<file path="config.mk">
export PLATFORM = sky130hd
export DESIGN_NAME = bcd_counter_scan
export DESIGN_NICKNAME = d
export VERILOG_FILES = /design/src/rtl/bcd_counter_scan.sv
export SDC_FILE = /design/constraint.sdc
export NUM_CORES = 1
export LEC_CHECK = 0
export ABC_CLOCK_PERIOD_IN_PS = 2650
export BUFFER_PORTS_ARGS = -buffer_cell sky130_fd_sc_hd__buf_4
export CORE_AREA = 2 2 103 105
export CTS_BUF_LIST = sky130_fd_sc_hd__clkbuf_8
export CTS_CLUSTER_DIAMETER = 80
export DETAILED_ROUTE_END_ITERATION = 16
export DIE_AREA = 0 0 105 107
export PLACE_DENSITY = 0.65
export SETUP_SLACK_MARGIN = 0.2
export SLEW_MARGIN = 20
export SYNTH_ARGS = -nofsm -noshare
export SYNTH_HDL_FRONTEND = slang
export SYNTH_SLANG_ARGS = --single-unit
</file>
<file path="constraint.sdc">
create_clock -name CLK -period 2.65 [get_ports CLK]
set_input_delay 0.6625 -clock CLK [delete_from_list [all_inputs] [get_ports CLK]]
set_output_delay 0.6625 -clock CLK [all_outputs]
set_load 0.02 [all_outputs]
</file>
<file path="src/rtl/bcd_counter_scan.sv">
// bcd_counter_scan: N-digit BCD up/down counter with debounced buttons and a multiplexed 7-segment scanner.
// Define BCD_COUNTER_SCAN_LZB_EN to enable leading-zero blanking on the display.
module bcd_counter_scan #(
    parameter int N_DIGITS = 4,
    parameter int DEB_CNT  = 50000,
    parameter int SCAN_DIV = 50000
) (
    input  logic                  CLK,
    input  logic                  RST_N,
    input  logic                  BTN_UP,
    input  logic                  BTN_DOWN,
    input  logic                  CLR,
    output logic [4*N_DIGITS-1:0] count_bcd,
    output logic                  wrap,
    output logic [6:0]            led7segk,
    output logic [N_DIGITS-1:0]   led7sega
);
    localparam int DW = $clog2(DEB_CNT);
    localparam int SW = $clog2(SCAN_DIV);
    localparam int IW = (N_DIGITS > 1) ? $clog2(N_DIGITS) : 1;
    localparam logic [DW-1:0] DEB_MAX  = DW'(DEB_CNT - 1);
    localparam logic [SW-1:0] SCAN_MAX = SW'(SCAN_DIV - 1);
    localparam logic [IW-1:0] IDX_MAX  = IW'(N_DIGITS - 1);

    logic [1:0]          w_btn;
    logic [1:0]          w_step;
    logic [1:0]          r_vld;
    logic [1:0]          r_s1;
    logic [1:0]          r_s2;
    logic [1:0]          r_deb;
    logic [1:0]          r_deb_d;
    logic [1:0]          r_arm;
    logic [DW-1:0]       r_dcnt [2];
    logic [4*N_DIGITS-1:0] r_count;
    logic                r_wrap;
    logic [4*N_DIGITS-1:0] w_inc;
    logic [4*N_DIGITS-1:0] w_dec;
    logic                w_carry;
    logic                w_borrow;
    logic [SW-1:0]       r_scan;
    logic [IW-1:0]       r_idx;
    logic [6:0]          r_seg;
    logic [N_DIGITS-1:0] r_an;
    logic                w_tick;
    logic [3:0]          w_digit;
    logic [N_DIGITS-1:0] w_an;
    logic [6:0]          w_seg_raw;
    logic [6:0]          w_seg;

    assign w_btn = {BTN_DOWN, BTN_UP};
    // A button is armed only once it has been sampled low after reset, so a press held through reset never counts.
    assign w_step = r_deb & ~r_deb_d & r_arm;

    always_ff @(posedge CLK) begin
        if (!RST_N) begin
            r_vld   <= '0;
            r_s1    <= '0;
            r_s2    <= '0;
            r_deb   <= '0;
            r_deb_d <= '0;
            r_arm   <= '0;
            for (int b = 0; b < 2; b++) r_dcnt[b] <= '0;
        end else begin
            r_vld   <= {r_vld[0], 1'b1};
            r_s1    <= w_btn;
            r_s2    <= r_s1;
            r_deb_d <= r_deb;
            for (int b = 0; b < 2; b++) begin
                if (r_vld[1] && !r_s2[b]) r_arm[b] <= 1'b1;
                if (r_s2[b] == r_deb[b]) begin
                    r_dcnt[b] <= '0;
                end else if (r_dcnt[b] == DEB_MAX) begin
                    r_deb[b]  <= r_s2[b];
                    r_dcnt[b] <= '0;
                end else begin
                    r_dcnt[b] <= r_dcnt[b] + 1'b1;
                end
            end
        end
    end

    always_comb begin
        w_inc    = r_count;
        w_dec    = r_count;
        w_carry  = 1'b1;
        w_borrow = 1'b1;
        for (int k = 0; k < N_DIGITS; k++) begin
            w_inc[4*k+:4] = w_carry ? ((r_count[4*k+:4] == 4'd9) ? 4'd0 : r_count[4*k+:4] + 4'd1) : r_count[4*k+:4];
            w_dec[4*k+:4] = w_borrow ? ((r_count[4*k+:4] == 4'd0) ? 4'd9 : r_count[4*k+:4] - 4'd1) : r_count[4*k+:4];
            w_carry  = w_carry & (r_count[4*k+:4] == 4'd9);
            w_borrow = w_borrow & (r_count[4*k+:4] == 4'd0);
        end
    end

    always_ff @(posedge CLK) begin
        if (!RST_N) begin
            r_count <= '0;
            r_wrap  <= 1'b0;
        end else begin
            r_wrap <= 1'b0;
            if (CLR) begin
                r_count <= '0;
            end else if (w_step[0] && !w_step[1]) begin
                r_count <= w_inc;
                r_wrap  <= w_carry;
            end else if (w_step[1] && !w_step[0]) begin
                r_count <= w_dec;
                r_wrap  <= w_borrow;
            end
        end
    end

    assign w_tick = (r_scan == SCAN_MAX);

    always_comb begin
        w_digit = 4'd0;
        w_an    = '1;
        for (int k = 0; k < N_DIGITS; k++) begin
            if (IW'(k) == r_idx) begin
                w_digit = r_count[4*k+:4];
                w_an[k] = 1'b0;
            end
        end
    end

    always_comb begin
        case (w_digit)
            4'd0:    w_seg_raw = 7'h40;
            4'd1:    w_seg_raw = 7'h79;
            4'd2:    w_seg_raw = 7'h24;
            4'd3:    w_seg_raw = 7'h30;
            4'd4:    w_seg_raw = 7'h19;
            4'd5:    w_seg_raw = 7'h12;
            4'd6:    w_seg_raw = 7'h02;
            4'd7:    w_seg_raw = 7'h78;
            4'd8:    w_seg_raw = 7'h00;
            4'd9:    w_seg_raw = 7'h10;
            default: w_seg_raw = 7'h7F;
        endcase
    end

`ifdef BCD_COUNTER_SCAN_LZB_EN
    logic w_lz;
    // Digit k is a leading zero when it and every more significant digit are zero.
    always_comb begin
        w_lz = 1'b1;
        for (int k = 0; k < N_DIGITS; k++) begin
            if (IW'(k) >= r_idx && r_count[4*k+:4] != 4'd0) w_lz = 1'b0;
        end
        w_seg = (r_idx != '0 && w_lz) ? 7'h7F : w_seg_raw;
    end
`else
    assign w_seg = w_seg_raw;
`endif

    always_ff @(posedge CLK) begin
        if (!RST_N) begin
            r_scan <= '0;
            r_idx  <= '0;
            r_seg  <= 7'h7F;
            r_an   <= '1;
        end else begin
            r_scan <= w_tick ? '0 : r_scan + 1'b1;
            if (w_tick) begin
                r_idx <= (r_idx == IDX_MAX) ? '0 : r_idx + 1'b1;
                r_seg <= w_seg;
                r_an  <= w_an;
            end
        end
    end

    assign count_bcd = r_count;
    assign wrap      = r_wrap;
    assign led7segk  = r_seg;
    assign led7sega  = r_an;
endmodule

</file>
==> results of run 1 <==
-- routing by layer --
metal	track usage, %	up-vias	routed length, µm
met2	29.7	66	4510
met1	25.8	1808	4810
met4	6.10	0	123
met3	3.95	12	325
li1	-	1996	-
met5	0	-	0
-- final timing paths --
path | depth (start not counted) | startpoint | end
worst min-delay path | 1 | r_s1[1] | r_s2[1]
worst max-delay path | 9 | r_deb[1] | count_bcd[14]
worst min register to register | 1 | r_s1[1] | r_s2[1]
worst max register to register | 9 | r_deb[1] | count_bcd[14]
-- area by class of cell --
cell class	instances	area [µm²]	share of cell area, %
Multi-Input combinational cell	431	2680	47.9
Sequential cell	90	2120	37.9
Timing Repair Buffer	43	323	5.76
Tap cell	136	170	3.04
Clock buffer	10	138	2.46
Inverter	25	93.8	1.68
Clock inverter	6	71.3	1.27
-- layout by cell type (no fill, tap or decap), types with 5 or more instances in the layout --
| cell type | n |
|---|---|
| o211ai_1 | 9 |
| inv_1 | 25 |
| or3_1 | 5 |
| nor3_1 | 18 |
| o21ai_0 | 20 |
| nand3b_1 | 5 |
| a21oi_1 | 16 |
| nor3b_1 | 6 |
| and3_1 | 14 |
| mux2i_1 | 6 |
| clkbuf_8 | 10 |
| edfxtp_1 | 32 |
| conb_1 | 32 |
| xnor2_1 | 31 |
| nor2_1 | 88 |
| nand2_1 | 28 |
| buf_4 | 43 |
| dfxtp_1 | 58 |
| nand3_1 | 25 |
| nand4_1 | 12 |
| ha_1 | 14 |
| and2_1 | 8 |
| a211oi_1 | 5 |
| xor2_1 | 24 |
-- power by group --
group / switching, mW / internal (mW) / total (mW)
clock network: 0.525 / 0.474 / 0.999
logic: 0.0466 / 0.0321 / 0.0786
registers: 0.0267 / 1.46 / 1.49
-- cell families after synthesis --
| group | count (synthesis) | synth area share [%] |
|---|---|---|
| buffers and inverters | 54 | 4.73 |
| AO/OA/AOI/OAI | 84 | 12.2 |
| other | 1 | 0.0763 |
| AND/OR/NAND/NOR | 239 | 25.0 |
| adder cells (fa/ha/maj) | 14 | 3.56 |
| flip-flops | 90 | 43.2 |
| multiplexers | 7 | 1.45 |
| XOR/XNOR | 55 | 9.80 |
-- through the flow --
stage	cells	hold WS (ps)	total power [mW]	instance area, µm²	setup slack, ps
floorplan	575	412	1.57	5030	536
global placement	725	419	1.59	5390	477
detailed placement	725	417	1.60	5390	398
CTS	741	438	2.60	5600	384
global route	741	448	2.69	5600	201
finish	741	438	2.56	5600	379
-- flip-flops by register name, indices dropped and copies added, names as in the netlist --
| register | flops |
|---|---|
| led7sega | 4 |
| wrap | 1 |
| led7segk | 7 |
| r_idx | 2 |
| r_s2 | 2 |
| r_deb_d | 2 |
| count_bcd | 16 |
| r_arm | 2 |
| r_s1 | 2 |
| r_vld | 2 |
| r_dcnt | 32 |
| r_deb | 2 |
| r_scan | 16 |
-- critical path, stage by stage (launching register included) --
cell and delay [ps]:
dfxtp_1 380, nand2_1 60, or2_2 280, ha_1 210
buf_4 220, inv_1 150, nand3_1 130, o21ba_4 240
or4_1 470, nand2_1 70
==> summary.md, run 1 <==
| Metric | Value |
|---|---|
| Status | `complete, no violations` |
| Synth Instances | `544` |
| Ranking of synthesized cells by area | `dfxtp_1, edfxtp_1, nor2_1, xnor2_1, xor2_1` |
| Number of distinct library cells after synthesis | `63` |
| Routability-driven placement congestion ratio | `0.860` |
| Post-route setup TNS | `0 ps` |
| CTS Sinks | `90` |
| Critical path launch point type | `flip-flop` |
| RSZ-0062 raised after global routing | `no` |
| Num ports | `33` |
| Synth Flop Type | `dfxtp_1` |
| Routed WL per cell | `13.2 µm` |
| Max_cap viols | `0` |
| Crit end category | `flip-flop` |
| CP arrival | `2580 ps` |
| Area growth, synth to finish | `13.9%` |
| Max Slew Vio Count | `0` |
| Top cells by count, synth | `nor2_1, dfxtp_1, edfxtp_1` |
| Vias in the first global route | `3736` |
| Leak | `2.12 nW` |
| Layout net count | `619` |
| Initial antenna violation count | `0` |
| Clock Tree Buf Depth | `2` |
| Routed via count | `3882` |
| DRC Markers | `0` |
| Sequential fraction of the synthesis area | `43.2%` |
| Clk Tree Root Cell | `clkbuf_8` |
| Pin count of the biggest net entering global routing | `26` |
| Worst-margin pin slew | `625 ps` |
| Most numerous cell in the Yosys netlist | `nor2_1` |
| Setup Skew | `10.4 ps` |
| Min Tclk post-route | `2270 ps` |
| Die Y | `107 µm` |
| Port-buffer cells | `32` |
| Global Route Usage Sum | `18.8%` |
| Syn avg cell area | `9.04 µm²` |
| Final Util | `55.5%` |
| Worst setup path class | `reg -> reg` |
| Initial DRC Count | `172` |
| Post-synth top area share | `23.6%` |
| Final HPWL DP | `6.92 mm` |
| Worst EP required | `2960 ps` |
| N_diodes | `0` |
| Clk pin slew, worst setup/hold paths | `90 ps` |
| Post-synth top area cell | `dfxtp_1` |
| Post-synth EDFFs | `32` |
| Mapped cell area | `4920 µm²` |
| PwrDens | `458 nW/µm²` |
| Fmax | `0.440 GHz` |
| Worst hold path type | `reg -> reg` |
| CTS tree | `done` |
| Core Rows | `37` |
| Core area | `10100 µm²` |
| First-pass GRT wire length | `17.4 mm` |
| Final Cycle Share | `85.7%` |
| Worst slew margin | `58.2%` |
| Asr flop ratio synth | `0%` |
| CTS Hold Bufs | `0` |
| Die W | `105 µm` |
| Setup Fix Bufs, Post-CTS | `0` |
| Filler cells | `993` |
| Worst Path Max Fanout | `25` |
| Flop2flop setup slack | `380 ps` |
| Initial core utilization | `48.7%` |
| Worst skew pair latency | `360 ps` |
| Share of cells above drive strength 1 | `12.1%` |
| Yosys reg bits | `90` |
| Final Setup Violations | `0` |
| Grt total ovfl | `0` |
| Post-CTS sizing | `0` |
| H-tree depth | `3` |
| Final Hold Fails | `0` |
| Ys Warns | `0` |
| Routed WL | `9.77 mm` |
| VDD IR max | `330 µV` |
| Vias/cell | `5.24` |
| Number of buffers created by CTS | `9` |
| Antenna Nets Post-Route | `0` |
| First-pass iteration count of the detailed router | `5` |
| Die area | `11200 µm²` |
Power figures use the tool's default switching activity.
==> inputs of run 2 (changes only) <==
BUFFER_PORTS_ARGS = -buffer_cell sky130_fd_sc_hd__buf_2   (was -buffer_cell sky130_fd_sc_hd__buf_4)
==> run 2 against run 1 <==
- sequential cell count stayed put
- clock power is 4% higher
- highest routed layer unchanged
- critical path depth stayed put
- non-clock buffer count is 6 lower
- wire length is 1.5% lower
- hold slack better by 12 ps
- combinational power is 4.1% lower
- via count is 0.98% lower
- clock-buffer cell count is 1 lower
- register-to-register slack better by 50 ps
- fmax is 2.2% higher
- worst setup slack better by 49 ps
==> summary.md, run 2 (synthesis gave the netlist of run 1 again) <==
| Metric | Value |
|---|---|
| Reg2reg start | `r_deb[1]` |
| DRC Markers | `0` |
| Final Setup Violations | `0` |
| Top reg by flops | `r_dcnt` |
| Sequential cell fraction of total power | `57.1%` |
| Global Route Usage Sum | `18.3%` |
| Sequential Area | `2120 µm²` |
| Worst EP required | `2960 ps` |
| Crit end category | `flip-flop` |
| Fmax | `0.450 GHz` |
| Routability-driven placement congestion ratio | `0.864` |
| Clk pin slew, worst setup/hold paths | `90 ps` |
| Initial core utilization | `48.7%` |
| Status | `complete, no violations` |
| Combinational share of power | `2.9%` |
| Met2 Use GR | `30.0%` |
| Die area | `11200 µm²` |
| VDD IR max | `252 µV` |
| Min Tclk post-route | `2220 ps` |
| Pin count of the biggest net entering global routing | `37` |
| Initial DRC Count | `186` |
| Switching Share | `22.3%` |
| Flop2flop setup slack | `430 ps` |
| Max_cap viols | `0` |
| Met3 GRT Util | `3.22%` |
| CP arrival | `2530 ps` |
| Worst setup path endpoint | `count_bcd[14]` |
| Worst setup path class | `reg -> reg` |
| First-pass iteration count of the detailed router | `4` |
| Die Y | `107 µm` |
| Initial antenna violation count | `0` |
| Worst Path Max Fanout | `36` |
| CTS Hold Bufs | `0` |
| Global Route met1 Usage | `24.4%` |
| Worst hold path type | `reg -> reg` |
| Area growth, synth to finish | `11.8%` |
| Layout net count | `613` |
| CP startpoint | `r_deb[1]` |
| First-pass GRT wire length | `16.7 mm` |
| Vias/cell | `5.23` |
| Grt total ovfl | `0` |
| PwrDens | `473 nW/µm²` |
| Die W | `105 µm` |
| Routed WL per cell | `13.1 µm` |
| CTS Sinks | `90` |
| Internal power | `2.02 mW` |
| CTS tree | `done` |
| Num ports | `33` |
| Sw Pwr | `0.581 mW` |
| Core Rows | `37` |
| Worst R2R End | `count_bcd[14]` |
| Clk Tree Root Cell | `clkbuf_8` |
| Critical path launch point type | `flip-flop` |
| Share of cells above drive strength 1 | `11.0%` |
| Routed via count | `3844` |
| RSZ-0062 raised after global routing | `no` |
| Vias in the first global route | `3649` |
| Largest register FFs | `32` |
| Post-route setup TNS | `0 ps` |
| Number of buffers created by CTS | `9` |
| Most common cell after layout, fill and taps aside | `nor2_1` |
| Leak | `2.07 nW` |
| Placed insts | `719` |
| Port-buffer cells | `32` |
| Setup Skew | `11.5 ps` |
| Worst-margin pin slew | `605 ps` |
| Final HPWL DP | `6.69 mm` |
| Max Slew Vio Count | `0` |
| Filler cells | `975` |
| H-tree depth | `3` |
| Final Cycle Share | `83.8%` |
| Clk pwr share | `40.0%` |
| Worst slew margin | `59.7%` |
| Worst skew pair latency | `360 ps` |
| GRT busiest layer | `met2` |
| Routed WL | `9.63 mm` |
| Area of the multi-input gates | `2690 µm²` |
| R2r worst-path depth | `9` |
| Post-Layout Cell Count | `735` |
| Final Hold Fails | `0` |
| N_diodes | `0` |
| Antenna Nets Post-Route | `0` |
| Core area | `10100 µm²` |
| Most frequent cells in the layout | `nor2_1, dfxtp_1, buf_2, edfxtp_1, conb_1` |
| Clock Tree Buf Depth | `2` |
-- run 2: cell types whose count changed in the layout (fill, tap and decap cells not counted) --
cell       delta
buf_12        +1
buf_2        +32
buf_4        -39
bufinv_16     +1
clkbuf_8      -1
clkinv_2      -1
ha_1          -1
ha_2          +1
inv_1         +2
inv_8         -1
-- run 2: worst min path at each step --
| stage | start | endpoint | slack (ps) | cells after the start |
|---|---|---|---|---|
| after floorplan | r_s1[0] | r_s2[0] | 410 | 1 |
| after global routing | r_scan[0] | r_scan[0] | 470 | 1 |
| after detailed placement | r_s1[0] | r_s2[0] | 430 | 1 |
| after CTS | r_scan[0] | r_scan[0] | 450 | 1 |
| after global placement | r_vld[0] | r_vld[1] | 420 | 1 |
| final | r_scan[0] | r_scan[0] | 450 | 1 |
-- run 2: repair_timing --
action | in CTS | in global routing
setup buffers | 0 | 0
endpoints found under the setup margin | 0 | 5
gates resized for setup | 0 | 2
-- run 2: area by class of cell --
cell class | instances | area share, %
clock buffer | 9 | 2.25
sequential | 90 | 38.6
clock inverter | 7 | 1.68
tap | 136 | 3.10
inverter | 25 | 1.71
timing repair buffer | 37 | 3.82
multi-input combinational | 431 | 48.8
-- run 2: layer usage --
metal / vias to the layer above / part of all wire (%) / wire, µm
met1: 1794 / 48 / 4630
met3: 13 / 3.5 / 333
met5: - / 0 / 0
met2: 57 / 47 / 4510
li1: 1980 / - / -
met4: 0 / 1.6 / 153
-- run 2: metrics by stage --
| step | worst slack [ps] | utilization, % | hold WS, ps | power, mW | instance area [µm²] |
|---|---|---|---|---|---|
| 2_1_floorplan | 536 | - | 412 | 1.57 | 5030 |
| 3_3_place_gp | 487 | 52.3 | 418 | 1.59 | 5280 |
| 3_5_place_dp | 351 | 52.3 | 427 | 1.59 | 5280 |
| 4_1_cts | 315 | 54.4 | 452 | 2.64 | 5490 |
| 5_1_grt | 256 | 54.5 | 473 | 2.71 | 5500 |
| 6_report | 428 | 54.5 | 450 | 2.60 | 5500 |
-- run 2: critical path, stage by stage (launching register included) --
cell     delay (ps)
dfxtp_1         390
nand2_1          70
or2_2           290
ha_1            230
buf_12          180
inv_1           130
nand3_1         120
o21ba_4         240
or4_1           460
nand2_1          60
-- run 2: power groups by stage --
stage / clock network [mW] / registers [mW] / logic, mW
2_1_floorplan: 0 / 1.51 / 0.0597
3_3_place_gp: 0 / 1.52 / 0.0737
3_5_place_dp: 0 / 1.52 / 0.0750
4_1_cts: 1.08 / 1.49 / 0.0756
5_1_grt: 1.13 / 1.49 / 0.0881
6_report: 1.04 / 1.49 / 0.0754
==> inputs of run 3 (changes only) <==
ABC_AREA = 1   (was default)
ABC_CLOCK_PERIOD_IN_PS = 1850   (was 2650)
CORE_AREA = 2 2 106 108   (was 2 2 103 105)
DIE_AREA = 0 0 108 110   (was 0 0 105 107)
PLACE_DENSITY = 0.68   (was 0.65)
clock period = 1.85 ns   (was 2.65 ns; I/O delays follow)
==> run 3 against run 2 <==
- via count grew 30%
- critical path depth up 4
- clock power up 45%
- fmax is 23% higher
- design area increased by 21%
- synthesized area up 6.9%
- global-route usage rose by 1.3 points
- clock-buffer cell count is 1 higher
- die area increased by 5.7%
- combinational power grew 120%
- cell count rose by 34%
- core utilization up 7.5 points
- critical endpoint is now led7segk[5]
- largest power group unchanged
- highest routed layer unchanged
==> summary.md, run 3 <==
| Metric | Value |
|---|---|
| Die W | `108 µm` |
| Ys Warns | `0` |
| Global Route Usage Sum | `19.6%` |
| Final Setup Violations | `0` |
| CTS Sinks | `90` |
| Synth Instances | `732` |
| Worst hold path type | `in -> reg` |
| Routed WL | `11.9 mm` |
| XOR/XNOR Fraction of Synth Area | `2.67%` |
| First-pass GRT wire length | `18.8 mm` |
| Worst-margin pin slew | `501 ps` |
| Antenna Nets Post-Route | `0` |
| Worst Path Max Fanout | `8` |
| Setup Skew | `13.9 ps` |
| Clk pin slew, worst setup/hold paths | `100 ps` |
| Syn avg cell area | `7.18 µm²` |
| Most frequent CP cell | `nor2_1` |
| Final Cycle Share | `97.5%` |
| Synth Flop Type | `dfxtp_1` |
| Pin count of the biggest net entering global routing | `20` |
| DRC Markers | `0` |
| Asr flop ratio synth | `0%` |
| Vias in the first global route | `4407` |
| Max Slew Vio Count | `0` |
| Min Hold Slack | `276 ps` |
| Routability-driven placement congestion ratio | `0.898` |
| Yosys reg bits | `90` |
| HP Start | `BTN_UP` |
| Num ports | `33` |
| Top cells by count, synth | `nand2_1, nor2_1, inv_1` |
| Fmax | `0.554 GHz` |
| Compound-Gate Fraction of Synth Area | `8.83%` |
| Post-synth EDFFs | `32` |
| Die Y | `110 µm` |
| Routed via count | `5003` |
| Core area | `10700 µm²` |
| Area growth, synth to finish | `26.2%` |
| PwrDens | `572 nW/µm²` |
| Cell Chain, Critical Path | `buf_6, ha_4, a21oi_4, nand2_2, nand2_4, inv_4, ha_4, inv_2, nand3_2, nand2_2, nor2_1, nor2_1, nor2_1` |
| VDD IR max | `437 µV` |
| Mapped cell area | `5260 µm²` |
| CP max-delay cell | `dfxtp_4` |
| CP arrival | `2090 ps` |
| Mux share of post-synthesis cell area | `0%` |
| Critical path launch point type | `flip-flop` |
| Post-route setup TNS | `0 ps` |
| Core Rows | `38` |
| Initial antenna violation count | `0` |
| Max_cap viols | `0` |
| Min Tclk post-route | `1800 ps` |
| Post-synth top area share | `22.1%` |
| H-tree depth | `3` |
| Status | `complete, no violations` |
| RSZ-0062 raised after global routing | `yes` |
| CTS Hold Bufs | `0` |
| Leak | `2.77 nW` |
| Largest family of logic cells by synthesized area | `simple AND/OR/NAND/NOR gates` |
| Layout net count | `862` |
| Post-route cell area | `6630 µm²` |
| Worst skew pair latency | `380 ps` |
| Sequential Area | `2140 µm²` |
| CTS tree | `done` |
| Grt total ovfl | `0` |
| Final worst slack | `45.6 ps` |
| Max incr delay on CP | `380 ps` |
| N_diodes | `0` |
| Top reg by flops | `r_dcnt` |
| Final Util | `62.0%` |
| Final HPWL DP | `8.05 mm` |
| Share of cells above drive strength 1 | `26.4%` |
| Final Hold Fails | `0` |
| First-pass iteration count of the detailed router | `5` |
| Ranking of synthesized cells by area | `dfxtp_1, edfxtp_1, nand2_1, nor2_1, inv_1` |
| Initial DRC Count | `252` |
| Most common cell after layout, fill and taps aside | `nand2_1` |
| Simple-gate share of the synthesized area | `36.0%` |
| Most numerous cell in the Yosys netlist | `nand2_1` |
| DP Worst Slack | `42.6 ps` |
| Adder-cell area share of the yosys netlist | `3.33%` |
| Port-buffer cells | `32` |
| Area of the multi-input gates | `3160 µm²` |
| Filler cells | `959` |
| Initial core utilization | `49.1%` |
| Die area | `11900 µm²` |
| Largest register FFs | `32` |
| Worst setup path class | `reg -> reg` |
| Worst slew margin | `66.5%` |
| Number of buffers created by CTS | `9` |
| Post-synth top area cell | `dfxtp_1` |
| Routed WL per cell | `12.1 µm` |
| Sequential fraction of the synthesis area | `40.4%` |
| Reg2reg start | `r_idx[1]` |
| Clock Tree Buf Depth | `2` |
| Most frequent cells in the layout | `nand2_1, nor2_1, inv_1, nand3_1, dfxtp_1` |
| Number of distinct library cells after synthesis | `39` |
| CP startpoint | `r_idx[1]` |
| Placed cell area | `5740 µm²` |
| Clk Tree Root Cell | `clkbuf_8` |
| Vias/cell | `5.06` |
| Worst EP required | `2140 ps` |
| Crit end category | `flip-flop` |
## run 3: cell count changes after synthesis, sizes merged, moves of 27 or more
cell | previous run | this run
a21oi | 17 | 52
inv | 25 | 99
nand2 | 28 | 165
nand3 | 26 | 62
nor2 | 88 | 122
xnor2 | 31 | 4
## run 3: logic make-up (layout without fill, tap and decap cells)
logic type / count (synthesis) / count (layout)
adder cells (fa/ha/maj): 14 / 14
other: 1 / 32
buffers and inverters: 113 / 196
AO/OA/AOI/OAI: 88 / 88
flip-flops: 90 / 90
AND/OR/NAND/NOR: 410 / 412
XOR/XNOR: 16 / 16
## run 3: through the flow
stage / power (mW) / std cells
finish: 3.79 / 988
floorplan: 2.26 / 763
CTS: 3.79 / 956
global placement: 2.29 / 935
global route: 3.93 / 988
detailed placement: 2.30 / 935
## run 3: worst paths after layout
| kind | depth (start not counted) | end | slack, ps |
|---|---|---|---|
| max | 13 | led7segk[5] | 50 |
| min | 3 | r_s1[0] | 280 |
| max reg2reg | 13 | led7segk[5] | 50 |
| min reg2reg | 2 | r_s2[1] | 430 |
## run 3: worst max-delay path: cells and delay by family (launching register included)
family / cells / cell delay [ps]
DFF: 1 / 380
and+or+nand+nor: 7 / 580
AOI/OAI and AO/OA: 1 / 160
adders and majority gates: 2 / 350
buffers and inverters: 3 / 230
## run 3: report_power, final
group	switching [mW]	total, mW	internal [mW]
combinational	0.104	0.164	0.0602
clock	0.718	1.51	0.789
sequential	0.0361	2.12	2.09
## run 3: layout make-up
type / count / area share, %
clock buffers: 10 / 2.08
clock inverters: 6 / 1.23
inverters: 100 / 5.96
multi-input cells: 562 / 47.7
flip-flops and latches: 90 / 32.2
well taps: 140 / 2.64
repair buffers: 80 / 8.19
## run 3: metal layers
layer | GRT usage, % | vias to the layer above | wire, µm | part of all wire [%]
met2 | 33.3 | 114 | 5950 | 50
met3 | 3.29 | 27 | 393 | 3.3
met5 | 0 | - | 0 | 0
met4 | 10.3 | 0 | 311 | 2.6
li1 | - | 2568 | - | -
met1 | 23.9 | 2294 | 5260 | 44
## run 3: timing repair
item	CTS	global route
setup endpoints to repair	49	67
gates cloned	0	2
pin swaps	6	40
resized for setup	22	88
buffers inserted	5	30
